**config.mk**
```make
export PLATFORM = sky130hd
export DESIGN_NAME = filtro_promedio_5x5
export DESIGN_NICKNAME = d
export VERILOG_FILES = /design/src/rtl/filtro_promedio_5x5_pkg.sv /design/src/rtl/filtro_promedio_5x5_suma_columna.sv /design/src/rtl/filtro_promedio_5x5.sv
export SDC_FILE = /design/constraint.sdc
export NUM_CORES = 1
export LEC_CHECK = 0
export CAP_MARGIN = 20
export CORE_ASPECT_RATIO = 1.2
export CORE_MARGIN = 2
export CORE_UTILIZATION = 45
export DETAILED_ROUTE_END_ITERATION = 7
export PLACE_DENSITY = 0.71
export SLEW_MARGIN = 20
export SYNTH_ARGS = -nofsm -noshare
export SYNTH_HDL_FRONTEND = slang
export SYNTH_SLANG_ARGS = --single-unit
```
**constraint.sdc**
```tcl
create_clock -name clk -period 19.4 [get_ports clk]
set_input_delay 3.88 -clock clk [delete_from_list [all_inputs] [get_ports clk]]
set_output_delay 3.88 -clock clk [all_outputs]
set_load 0.01 [all_outputs]
```
**src/rtl/filtro_promedio_5x5_pkg.sv**
```systemverilog
// Shared constants and state encoding for the 5x5 averaging filter.
// Window geometry and the 1/25 scale approximation live here.
package filtro_promedio_5x5_pkg;

  localparam int ANCHO_PIXEL    = 8;
  localparam int ANCHO_FILA     = 64;

  localparam int NUM_FILAS      = 5;
  localparam int NUM_COLUMNAS   = 8;
  localparam int ANCHO_VENTANA  = 5;
  localparam int NUM_POSICIONES = NUM_COLUMNAS - ANCHO_VENTANA + 1;

  localparam int BITS_COLUMNA   = $clog2(NUM_COLUMNAS);
  localparam int BITS_POSICION  = $clog2(NUM_POSICIONES);
  localparam int BITS_SUMA_COL  = 11;
  localparam int BITS_ACC       = 13;
  localparam int BITS_PRODUCTO  = 19;

  // 41/1024 is close enough to 1/25 that 25*255 still maps to 255
  localparam int ESCALA_MULT    = 41;
  localparam int ESCALA_DESPL   = 10;

  typedef enum logic [2:0] {
    REPOSO = 3'd0,
    ESPERA = 3'd1,
    CARGA  = 3'd2,
    SUMA   = 3'd3,
    ESCALA = 3'd4,
    SALIDA = 3'd5
  } estado_t;

endpackage

```
**src/rtl/filtro_promedio_5x5_suma_columna.sv**
```systemverilog
// Combinational sum of the five bytes of one window column.
module filtro_promedio_5x5_suma_columna
  import filtro_promedio_5x5_pkg::*;
#(
  parameter int BITS_FILA  = ANCHO_FILA,
  parameter int BITS_PIXEL = ANCHO_PIXEL
) (
  input  logic [BITS_FILA-1:0]     fila1_i,
  input  logic [BITS_FILA-1:0]     fila2_i,
  input  logic [BITS_FILA-1:0]     fila3_i,
  input  logic [BITS_FILA-1:0]     fila4_i,
  input  logic [BITS_FILA-1:0]     fila5_i,
  input  logic [BITS_COLUMNA-1:0]  columna_i,
  output logic [BITS_SUMA_COL-1:0] suma_o
);

  localparam int BITS_BASE = $clog2(BITS_FILA);

  logic [BITS_BASE-1:0] base;

  always_comb begin
    base   = BITS_BASE'(columna_i) * BITS_BASE'(BITS_PIXEL);
    suma_o = BITS_SUMA_COL'(fila1_i[base +: BITS_PIXEL])
           + BITS_SUMA_COL'(fila2_i[base +: BITS_PIXEL])
           + BITS_SUMA_COL'(fila3_i[base +: BITS_PIXEL])
           + BITS_SUMA_COL'(fila4_i[base +: BITS_PIXEL])
           + BITS_SUMA_COL'(fila5_i[base +: BITS_PIXEL]);
  end

endmodule

```
**src/rtl/filtro_promedio_5x5.sv**
```systemverilog
// 5x5 mean filter: copies a 5-row window, slides across 4 positions and
// emits one averaged pixel per position over a valid/accept handshake.
//
// state  | meaning
// REPOSO | idle, waiting for iniciar_proceso
// ESPERA | waiting for ventana_lista to copy the rows
// CARGA  | requests next window upstream, clears accumulator
// SUMA   | accumulates one column sum per cycle (5 cycles)
// ESCALA | multiply-shift of the accumulator into pixel register
// SALIDA | pixel_valido held until pixel_aceptado
module filtro_promedio_5x5
  import filtro_promedio_5x5_pkg::*;
#(
  parameter int BITS_FILA            = ANCHO_FILA,
  parameter int BITS_PIXEL           = ANCHO_PIXEL,
  parameter int MULT_ESCALA          = ESCALA_MULT,
  parameter int DESPL_ESCALA         = ESCALA_DESPL,
  parameter int TOTAL_VENTANAS       = 64,
  parameter int BITS_CUENTA_VENTANAS = 8
) (
  input  logic                  clk,
  input  logic                  reset,
  input  logic                  iniciar_proceso,
  input  logic                  ventana_lista,
  input  logic [BITS_FILA-1:0]  fila1,
  input  logic [BITS_FILA-1:0]  fila2,
  input  logic [BITS_FILA-1:0]  fila3,
  input  logic [BITS_FILA-1:0]  fila4,
  input  logic [BITS_FILA-1:0]  fila5,
  output logic                  actualizar_ventana,
  output logic [BITS_PIXEL-1:0] pixel_salida,
  output logic                  pixel_valido,
  input  logic                  pixel_aceptado,
  output logic                  ocupado,
  output logic                  proceso_terminado
);

  estado_t                         estado_q, estado_d;
  logic [BITS_FILA-1:0]            copia_q [NUM_FILAS];
  logic [BITS_FILA-1:0]            copia_d [NUM_FILAS];
  logic [BITS_ACC-1:0]             acc_q, acc_d;
  logic [BITS_POSICION-1:0]        pos_q, pos_d;
  logic [BITS_COLUMNA-1:0]         k_q, k_d;
  logic [BITS_CUENTA_VENTANAS-1:0] cuenta_q, cuenta_d;
  logic [BITS_PIXEL-1:0]           pixel_q, pixel_d;
  logic                            fin_q, fin_d;

  logic [BITS_COLUMNA-1:0]         columna;
  logic [BITS_SUMA_COL-1:0]        suma_col;
  logic [BITS_PRODUCTO-1:0]        producto;
  logic [BITS_CUENTA_VENTANAS:0]   cuenta_sig;

  assign columna = BITS_COLUMNA'(pos_q) + k_q;

  filtro_promedio_5x5_suma_columna #(
    .BITS_FILA  (BITS_FILA),
    .BITS_PIXEL (BITS_PIXEL)
  ) u_suma_columna (
    .fila1_i   (copia_q[0]),
    .fila2_i   (copia_q[1]),
    .fila3_i   (copia_q[2]),
    .fila4_i   (copia_q[3]),
    .fila5_i   (copia_q[4]),
    .columna_i (columna),
    .suma_o    (suma_col)
  );

  assign producto   = BITS_PRODUCTO'(acc_q) * BITS_PRODUCTO'(MULT_ESCALA);
  assign cuenta_sig = {1'b0, cuenta_q} + 1'b1;

  always_comb begin
    estado_d = estado_q;
    copia_d  = copia_q;
    acc_d    = acc_q;
    pos_d    = pos_q;
    k_d      = k_q;
    cuenta_d = cuenta_q;
    pixel_d  = pixel_q;
    fin_d    = 1'b0;

    case (estado_q)
      REPOSO: begin
        if (iniciar_proceso) begin
          cuenta_d = '0;
          estado_d = ESPERA;
        end
      end
      ESPERA: begin
        if (ventana_lista) begin
          copia_d[0] = fila1;
          copia_d[1] = fila2;
          copia_d[2] = fila3;
          copia_d[3] = fila4;
          copia_d[4] = fila5;
          pos_d      = '0;
          estado_d   = CARGA;
        end
      end
      CARGA: begin
        acc_d    = '0;
        k_d      = '0;
        estado_d = SUMA;
      end
      SUMA: begin
        acc_d = acc_q + BITS_ACC'(suma_col);
        k_d   = k_q + 1'b1;
        if (k_q == BITS_COLUMNA'(ANCHO_VENTANA - 1)) begin
          estado_d = ESCALA;
        end
      end
      ESCALA: begin
        pixel_d  = BITS_PIXEL'(producto >> DESPL_ESCALA);
        estado_d = SALIDA;
      end
      SALIDA: begin
        if (pixel_aceptado) begin
          if (pos_q != BITS_POSICION'(NUM_POSICIONES - 1)) begin
            pos_d    = pos_q + 1'b1;
            acc_d    = '0;
            k_d      = '0;
            estado_d = SUMA;
          end else if (cuenta_sig < (BITS_CUENTA_VENTANAS + 1)'(TOTAL_VENTANAS)) begin
            cuenta_d = cuenta_sig[BITS_CUENTA_VENTANAS-1:0];
            estado_d = ESPERA;
          end else begin
            fin_d    = 1'b1;
            estado_d = REPOSO;
          end
        end
      end
      default: estado_d = REPOSO;
    endcase
  end

  always_ff @(posedge clk) begin
    if (reset) begin
      estado_q <= REPOSO;
      for (int i = 0; i < NUM_FILAS; i++) begin
        copia_q[i] <= '0;
      end
      acc_q    <= '0;
      pos_q    <= '0;
      k_q      <= '0;
      cuenta_q <= '0;
      pixel_q  <= '0;
      fin_q    <= 1'b0;
    end else begin
      estado_q <= estado_d;
      copia_q  <= copia_d;
      acc_q    <= acc_d;
      pos_q    <= pos_d;
      k_q      <= k_d;
      cuenta_q <= cuenta_d;
      pixel_q  <= pixel_d;
      fin_q    <= fin_d;
    end
  end

  assign actualizar_ventana = (estado_q == CARGA);
  assign pixel_valido       = (estado_q == SALIDA);
  assign ocupado            = (estado_q != REPOSO);
  assign pixel_salida       = pixel_q;
  assign proceso_terminado  = fin_q;

endmodule

```
# Yosys cells after proc, flatten, opt, wreduce, memory -nomap -nowiden
# Index checks and enable logic that the tools add are counted.
[totals]
regBits = 358
in_bits = 325
[classes]
add_sub_neg = 9
multipliers = 1
n_lt_le_gt_ge = 1
n_eq_ne = 14
shifts = 5
muxes = 23
bitwise_logic = 2
n_reduce_logical = 11
[ops]
columns = ["operator", "n"]
rows = [
  ["64-bit by 7-bit variable part select with 8-bit output", 5],
  ["13-bit one-hot mux with 3 select lines", 1],
  ["11-bit by 8-bit adder with 11-bit output", 3],
  ["8-bit two-way mux", 4],
  ["13-bit two-way mux", 2],
  ["13-bit by 6-bit multiplier with 18-bit output, second input constant", 1],
  ["3-bit two-way mux", 6],
  ["3-bit one-hot mux with 6 select lines", 1],
  ["8-bit one-hot mux with 2 select lines", 1],
  ["13-bit by 11-bit adder with 13-bit output", 1],
  ["2-bit != test, second input constant", 5],
  ["8-bit by 1-bit adder with 9-bit output, second input constant", 1],
  ["8-bit by 8-bit adder with 9-bit output", 1],
  ["3-bit == test, second input constant", 3],
  ["9-bit by 7-bit < comparator with 1-bit output, second input constant", 1],
  ["3-bit one-hot mux with 3 select lines", 1],
  ["2-bit two-way mux", 4],
  ["4-bit AND reduction", 2],
  ["3-bit by 2-bit == test with 1-bit output, second input constant", 2],
  ["2-bit by 1-bit != test with 1-bit output, second input constant", 3],
  ["3-bit nonzero test", 2],
  ["5-bit AND reduction", 1],
  ["2-bit one-hot mux with 2 select lines", 1],
  ["2-bit nonzero test", 2],
  ["10 further kinds", 12],
]

# Logic depth before layout (Yosys ltp)
# Gate-level depths: netlist (run 1).
[logic_depth]
depth_word = 8
mapped_depth = 32
ltp_nobuf = 29

# Hierarchy
# Synthesis (run 1) repeated with hierarchy kept, for this count alone.
[unflattened]
hier_cells = 1990
hier_area_um2 = 17341.6
[by_module_without_submodules]
columns = ["module", "instances", "cells_per_inst", "area_each_um2", "seq_area_each_um2"]
rows = [
  ["filtro_promedio_5x5", 1, 1740, 14044.7, 7166.9],
  ["filtro_promedio_5x5_suma_columna", 1, 250, 3296.9, 0.0],
]

# Least setup slack after synthesis (run 1)
# OpenSTA, ideal clock, no wires.
[synth_path]
kind = "register -> register"
start = "register k_q[0]"
end = "register acc_q[11]"
setup_time_ps = 78
arrival_ps = 6500
slack_ps = 12823
path_stages_with_launch = 32
period_less_slack_ps = 6577
path_cell_list = "dfxtp_1 > ha_1 > inv_1 > fa_1 > buf_4 > clkbuf_1 > mux4_2 > mux2_2 > ha_1 > inv_1 > fa_1 > nor2b_1 > o21ai_0 > nand2b_1 > a21o_1 > a21oi_1 > xnor2_1 > fa_1 > inv_1 > fa_1 > inv_1 > ha_1 > or4_1 > o311ai_1 > xnor2_1 > ha_1 > a21o_1 > a21o_1 > a21oi_1 > o21ai_1 > and3_1 > nor3_1"
[synth_via]
elab_chain_cells = 8
word_cells_on_any_way = 12
cone_classes = "add/sub (6); shift (5); mux (1)"
[synth_lines]
columns = ["item", "line_no", "source"]
rows = [
  ["start: declaration", "filtro_promedio_5x5.sv:43", "logic [BITS_COLUMNA-1:0] k_q, k_d;"],
  ["start signal: assignment", "filtro_promedio_5x5.sv:152", "k_q <= k_d;"],
  ["2-bit by 3-bit adder with 3-bit output *", "filtro_promedio_5x5.sv:53", "assign columna = BITS_COLUMNA'(pos_q) + k_q;"],
  ["64-bit by 7-bit variable part select with 8-bit output (on tied branches)", "filtro_promedio_5x5_suma_columna.sv:23, filtro_promedio_5x5_suma_columna.sv:24", ""],
  ["8-bit by 8-bit adder with 9-bit output", "filtro_promedio_5x5_suma_columna.sv:24", "+ BITS_SUMA_COL'(fila2_i[base +: BITS_PIXEL])"],
  ["11-bit by 8-bit adder with 11-bit output", "filtro_promedio_5x5_suma_columna.sv:25", "+ BITS_SUMA_COL'(fila3_i[base +: BITS_PIXEL])"],
  ["11-bit by 8-bit adder with 11-bit output", "filtro_promedio_5x5_suma_columna.sv:26", "+ BITS_SUMA_COL'(fila4_i[base +: BITS_PIXEL])"],
  ["11-bit by 8-bit adder with 11-bit output *", "filtro_promedio_5x5_suma_columna.sv:27", "+ BITS_SUMA_COL'(fila5_i[base +: BITS_PIXEL]);"],
  ["13-bit by 11-bit adder with 13-bit output *", "filtro_promedio_5x5.sv:105", "acc_d = acc_q + BITS_ACC'(suma_col);"],
  ["13-bit one-hot mux with 3 select lines *", "filtro_promedio_5x5.sv:81", "case (estado_q)"],
  ["end signal: assignment", "filtro_promedio_5x5.sv:141", "acc_q <= '0;"],
  ["end signal: assignment", "filtro_promedio_5x5.sv:150", "acc_q <= acc_d;"],
  ["end: declaration", "filtro_promedio_5x5.sv:41", "logic [BITS_ACC-1:0] acc_q, acc_d;"],
]
# Mark *: on every way between the ends. The rest lies on a longest branch, timed or not.
# A chain may end at the register's enable or synchronous reset.

# Final worst setup path (run 1)
[layout_path]
start = "register k_q[0]"
end = "register acc_q[12]"
# The elaborated chain is that of the path after synthesis.

==> results of run 1 <==
-- how the worst min path moves through the flow --
stage / start / end / slack, ns / depth (start not counted)
finish: pixel_salida[4] / pixel_salida[4] / 0.45 / 2
detailed placement: copia_q[294] / copia_q[294] / 0.44 / 2
CTS: copia_q[294] / copia_q[294] / 0.45 / 2
floorplan: copia_q[0] / copia_q[0] / 0.43 / 2
global placement: pixel_salida[5] / pixel_salida[5] / 0.44 / 2
global route: copia_q[243] / copia_q[243] / 0.47 / 2
-- state kept, by name, summed over array words and instances (netlist names) --
name and count:
estado_q 3, copia_q 320, acc_q 13, cuenta_q 8, pixel_salida 8, k_q 3, pos_q 2, proceso_terminado 1
-- power by group through the flow --
stage	Clock [uW]	Combinational, uW	Sequential [uW]
finish	719	259	787
global route	760	284	790
CTS	730	260	786
detailed placement	0	258	802
global placement	0	254	801
floorplan	0	155	795
-- layout make-up --
type,count,share of cell area
Clock inverter,11,0.00501
Inverter,80,0.0135
Timing Repair Buffer,347,0.156
Sequential cell,358,0.322
Tap cell,486,0.0273
Antenna cell,4,0.000450
Clock buffer,56,0.0508
Multi-Input combinational cell,1448,0.425
-- metrics by stage --
step / total power (uW) / hold WS [ns] / utilization
global route: 1830 / 0.468 / 0.577
floorplan: 950 / 0.433 / -
finish: 1760 / 0.450 / 0.577
detailed placement: 1060 / 0.443 / 0.544
CTS: 1780 / 0.452 / 0.576
global placement: 1050 / 0.435 / 0.544
-- layout by cell type, fill, tap and decap left out, drive strengths merged, types with 33 or more instances in the layout --
master / netlist / routed
clkbuf: 49 / 56
inv: 80 / 81
clkdlybuf4s50: 0 / 335
nor2: 36 / 36
nand2: 671 / 671
a21oi: 350 / 350
ha: 75 / 75
mux4: 80 / 80
dfxtp: 358 / 358
mux2: 33 / 33
-- critical path: cells and delay by family, from the launching register on --
family          cells  cell delay (ns)
fa+ha+maj           7             3.31
compound gates      9             1.80
mux                 3             1.06
buf+inv             4             0.86
flops               1             0.47
simple gates        1             0.32
xor+xnor            2             0.31
-- cells by family (layout without fill, tap and decap cells) --
family                     count (synthesis)  in the layout  share of synthesized area
buffers and inverters                    218            494                     0.0546
xor gates and xnor gates                  36             36                     0.0180
AOI/OAI and AO/OA                        429            429                      0.134
muxes                                    123            123                      0.130
and+or+nand+nor                          759            759                      0.171
other                                      0              4                          0
DFF                                      358            358                      0.409
adders and majority gates                101            101                     0.0832
-- routing by layer --
metal | routed length (um) | vias up
li1 | - | 7313
met1 | 20300 | 7177
met2 | 24700 | 454
met3 | 2470 | 102
met4 | 1980 | 0
met5 | 0 | -
==> impl_metrics.toml, run 1 <==
[logic_synthesis]
yosys.cell_count.top_type = "nand2_1"
seq_area_frac_synth = 0.409
yosys-top-cells-area = "dfxtp_1 (41%), nand2_1 (14%), mux4_2 (10%), a21oi_1 (9.9%), ha_1 (5.4%)"
synth.top_cells.by_count = "nand2_1 (671), dfxtp_1 (358), a21oi_1 (348)"
ys_seq_elements = 358
syn_nets = 2450
yosys.area.top_type = "dfxtp_1"
synth-edff-count = 0
yosysWarnings = 0
syn_area_per_cell_sq_um = 8.66
yosysTopAreaCellShare = 0.409
async_reset_ff_frac = 0
synth_top_flop_cell = "dfxtp_1"
synth_area_sq_um = 17500
syn_inst = 2024
synth_cell_type_count = 70

[place]
dp_hpwl_um = 36000
portBuffers = 336
gp_congestion = 0.880
dp_worst_setup_slack_ns = 11.26
placed_cells = 2719
dpl_cell_area_sq_um = 21000

[grt]
antenna_found_initial = 4
grt.overflow.total = 0
gr-usage-met2 = 0.423
grt_pass1_wl_um = 76800
grt_usage = 0.241
grt_max_degree = 150
grt-busiest-layer = "met2"
first_global_vias = 15100
use_met1 = 0.294
met3_usage = 0.0321

[cells_and_area]
fin_area_sq_um = 22200
seq_area_sq_um = 7170
layout-drive-gt1-share = 0.0896
area_growth_pct = 26.9
stdcell_count = 2790
filler_cell_count = 3400
multi_input_area_sq_um = 9450
nets = 2698

[setup_path]
max_stage_delay_ns = 1.10
path_max_fanout = 52
end_kind = "flip-flop"
r2r_slack_ns = 11.20
r2r-start = "k_q[0]"
timing.rr.end = "acc_q[12]"
crit_path_start_kind = "flip-flop"
crit_type = "flip-flop to flip-flop"
rr_worst_depth = 26
cp_data_required_time_ns = 19.87
cp_slowest_cell = "fa_4"
startpoint = "k_q[0]"
setup.worst_path.end = "acc_q[12]"
cp.arrival_ns = 8.67

[floorplanning]
io-pin-count = 337
die_width_um = 184
core_area_sq_um = 38500
start_util = 0.455
placementRows = 79
fp.dieH_um = 220
die-area_sq_um = 40500

[route]
drt_iter0_drc = 943
drc = 0
via_count = 15000
dr.pass1.iters = 7
ant_nets = 0
wire_per_inst_um = 17.7
viasPerCell = 5.39
detail_route.wirelength_um = 49400

[timing]
max_freq_ghz = 0.122
worst_pin_slew_ns = 1.09
hold_violations = 0
setup_violations = 0
slew_violations = 0
setup_tns_ns = 0
worst_slack_ns = 11.20
period_share = 0.423
fin_skew_ns = 0.0172
maxSlewHeadroom = 0.275
final.min_clock_period_ns = 8.20
rsz0062_at_grt = "false"

[pwr]
power_frac_comb = 0.147
p_leak_uw = 0.00844
p_int_uw = 1330
pwr-share-seq = 0.446
netSwitchingFraction = 0.249
power.density_nw_per_um2 = 79.4
p_sw_uw = 439
clkPwrFrac = 0.408
ir_drop_mv = 0.0578

[clock_network]
clk_pin_slew_ns = 0.06
cts_tree = "yes"
cts_buffers = 37
clock-sinks = 358
postCtsHoldBufs = 0
post-cts-setup-buffer-count = 0
cts-resized-gates = 0
cts_max_path_buffers = 3
cts_max_level = 2
insertion_delay_ns = 0.54
root_buffer = "clkbuf_16"

[worst_hold_path]
min_path_type = "flip-flop to flip-flop"

[job]
cap_violations = 0

[status]
status = "finished clean"
Power figures use the tool's default switching activity.
==> run 2: changes to the inputs <==
PLACE_DENSITY = 0.74   (was 0.71)
clock period = 6.85 ns   (was 19.4 ns; I/O delays follow)
==> run 2 against run 1 <==
Effect of this change: setup slack worse by 11 ns; count of clock-buffer cells in the layout down 2; via count up 1.7%; hold slack gained 0.0022 ns; sequential power rose to 2.8 times the previous value; power rose to 2.9 times the previous value; critical path depth up 2; final cell count up 1.1%; register-to-register slack worse by 11 ns; routed wire length grew 3.9%; clock skew is 0.012 ns higher.
==> impl_metrics.toml, run 2 (synthesis results as in run 1) <==
[setup_path]
max_stage_delay_ns = 0.77
crit_type = "flip-flop to flip-flop"
crit_buf_inv = 5
r2r-start = "k_q[0]"
cp_data_required_time_ns = 7.32
cp_slowest_cell = "fa_4"
cp_top_family = "adder cells"
path_max_fanout = 6
crit_path_start_kind = "flip-flop"
end_kind = "flip-flop"
startpoint = "k_q[0]"
cp.arrival_ns = 7.29

[pwr]
power.density_nw_per_um2 = 224
p_total_uw = 5100
p_leak_uw = 0.00866
ir_drop_mv = 0.151

[clock_network]
insertion_delay_ns = 0.55
cts_max_level = 2
cts_buffers = 37
clock-sinks = 358
cts_max_path_buffers = 3
root_buffer = "clkbuf_16"
cts_tree = "yes"
clk_pin_slew_ns = 0.06

[floorplanning]
core_area_sq_um = 38500
start_util = 0.455
die_width_um = 184
placementRows = 79
io-pin-count = 337
die-area_sq_um = 40500
fp.dieH_um = 220

[grt]
grt_pass1_wl_um = 78200
first_global_vias = 15000
antenna_found_initial = 6
grt.overflow.total = 0
grt_max_degree = 222
grt_usage = 0.245

[route]
ant_nets = 0
detail_route.wirelength_um = 51300
dr.pass1.iters = 8
via_count = 15300
wire_per_inst_um = 18.2
drc = 0
drt_iter0_drc = 1062
viasPerCell = 5.43

[worst_hold_path]
min_path_type = "flip-flop to flip-flop"
min-delay-start = "copia_q[94]"

[cells_and_area]
reg.largest.list = "copia_q x320, acc_q x13"
largest_reg_flops = 320
nets = 2729
regMostFlops = "copia_q"
most-common-layout-cells = "nand2_1 (671), dfxtp_1 (354), a21oi_1 (345)"
layout-drive-gt1-share = 0.117
area_growth_pct = 30.0
layout_commonest_cell = "nand2_1"

[place]
dp_worst_setup_slack_ns = -0.209
gp_congestion = 0.904
portBuffers = 336
dp_hpwl_um = 36800

[timing]
rsz0062_at_grt = "true"
hold_violations = 0
period_share = 0.996
maxSlewHeadroom = 0.219
fin_skew_ns = 0.0295
max_freq_ghz = 0.147
worst_pin_slew_ns = 1.17
worst_slack_ns = 0.0298
setup_violations = 0
final.min_clock_period_ns = 6.82
slew_violations = 0

[job]
cap_violations = 0

[status]
status = "finished clean"
-- run 2: area by class of cell --
type / instances / area (sq um)
repair buffers: 378 / 3750
flip-flops and latches: 358 / 7170
fillers: 3225 / 15800
well taps: 486 / 608
multi-input cells: 1448 / 9680
inverters: 80 / 300
clock inverters: 11 / 149
clock buffers: 54 / 1110
diodes: 5 / 12.5
-- run 2: metrics by stage --
step           std cells  area, sq um  TNS [ns]  hold WS [ns]   util
2_1_floorplan       2024        17500         0         0.433      -
3_3_place_gp        2733        21100         0         0.438  0.548
3_5_place_dp        2733        21100    -0.399         0.444  0.548
4_1_cts             2807        22500   -0.0169         0.452  0.584
5_1_grt             2820        22800    -0.247         0.465  0.591
6_report            2820        22800         0         0.452  0.591
-- run 2: worst paths after layout --
path	depth (start not counted)	slack [ns]	to
max	28	0.03	acc_q[11]
min	2	0.45	copia_q[94]
max reg2reg	28	0.03	acc_q[11]
min reg2reg	2	0.45	copia_q[94]
-- run 2: repair_timing --
item	4_1_cts	5_1_grt
buffers inserted	9	8
pin swaps	6	26
endpoints found under the setup margin	4	5
hold buffers	0	0
gates resized for setup	12	39
-- run 2: worst min-delay path, cell delays in order (launching register included) --
cell	delay, ns
dfxtp_1	0.31
nand2_1	0.05
a21oi_1	0.05
-- run 2: layer usage --
layer / wire length [um] / global-route usage
met3: 2710 / 0.0318
met4: 2780 / 0.131
met2: 25100 / 0.420
met1: 20700 / 0.303
met5: 13 / 0
-- run 2: power by group --
part	leakage (uW)	switching, uW	internal (uW)
Combinational	0.00512	386	391
Sequential	0.00291	55.8	2180
Clock	0.000625	845	1240
Total	0.00866	1290	3810
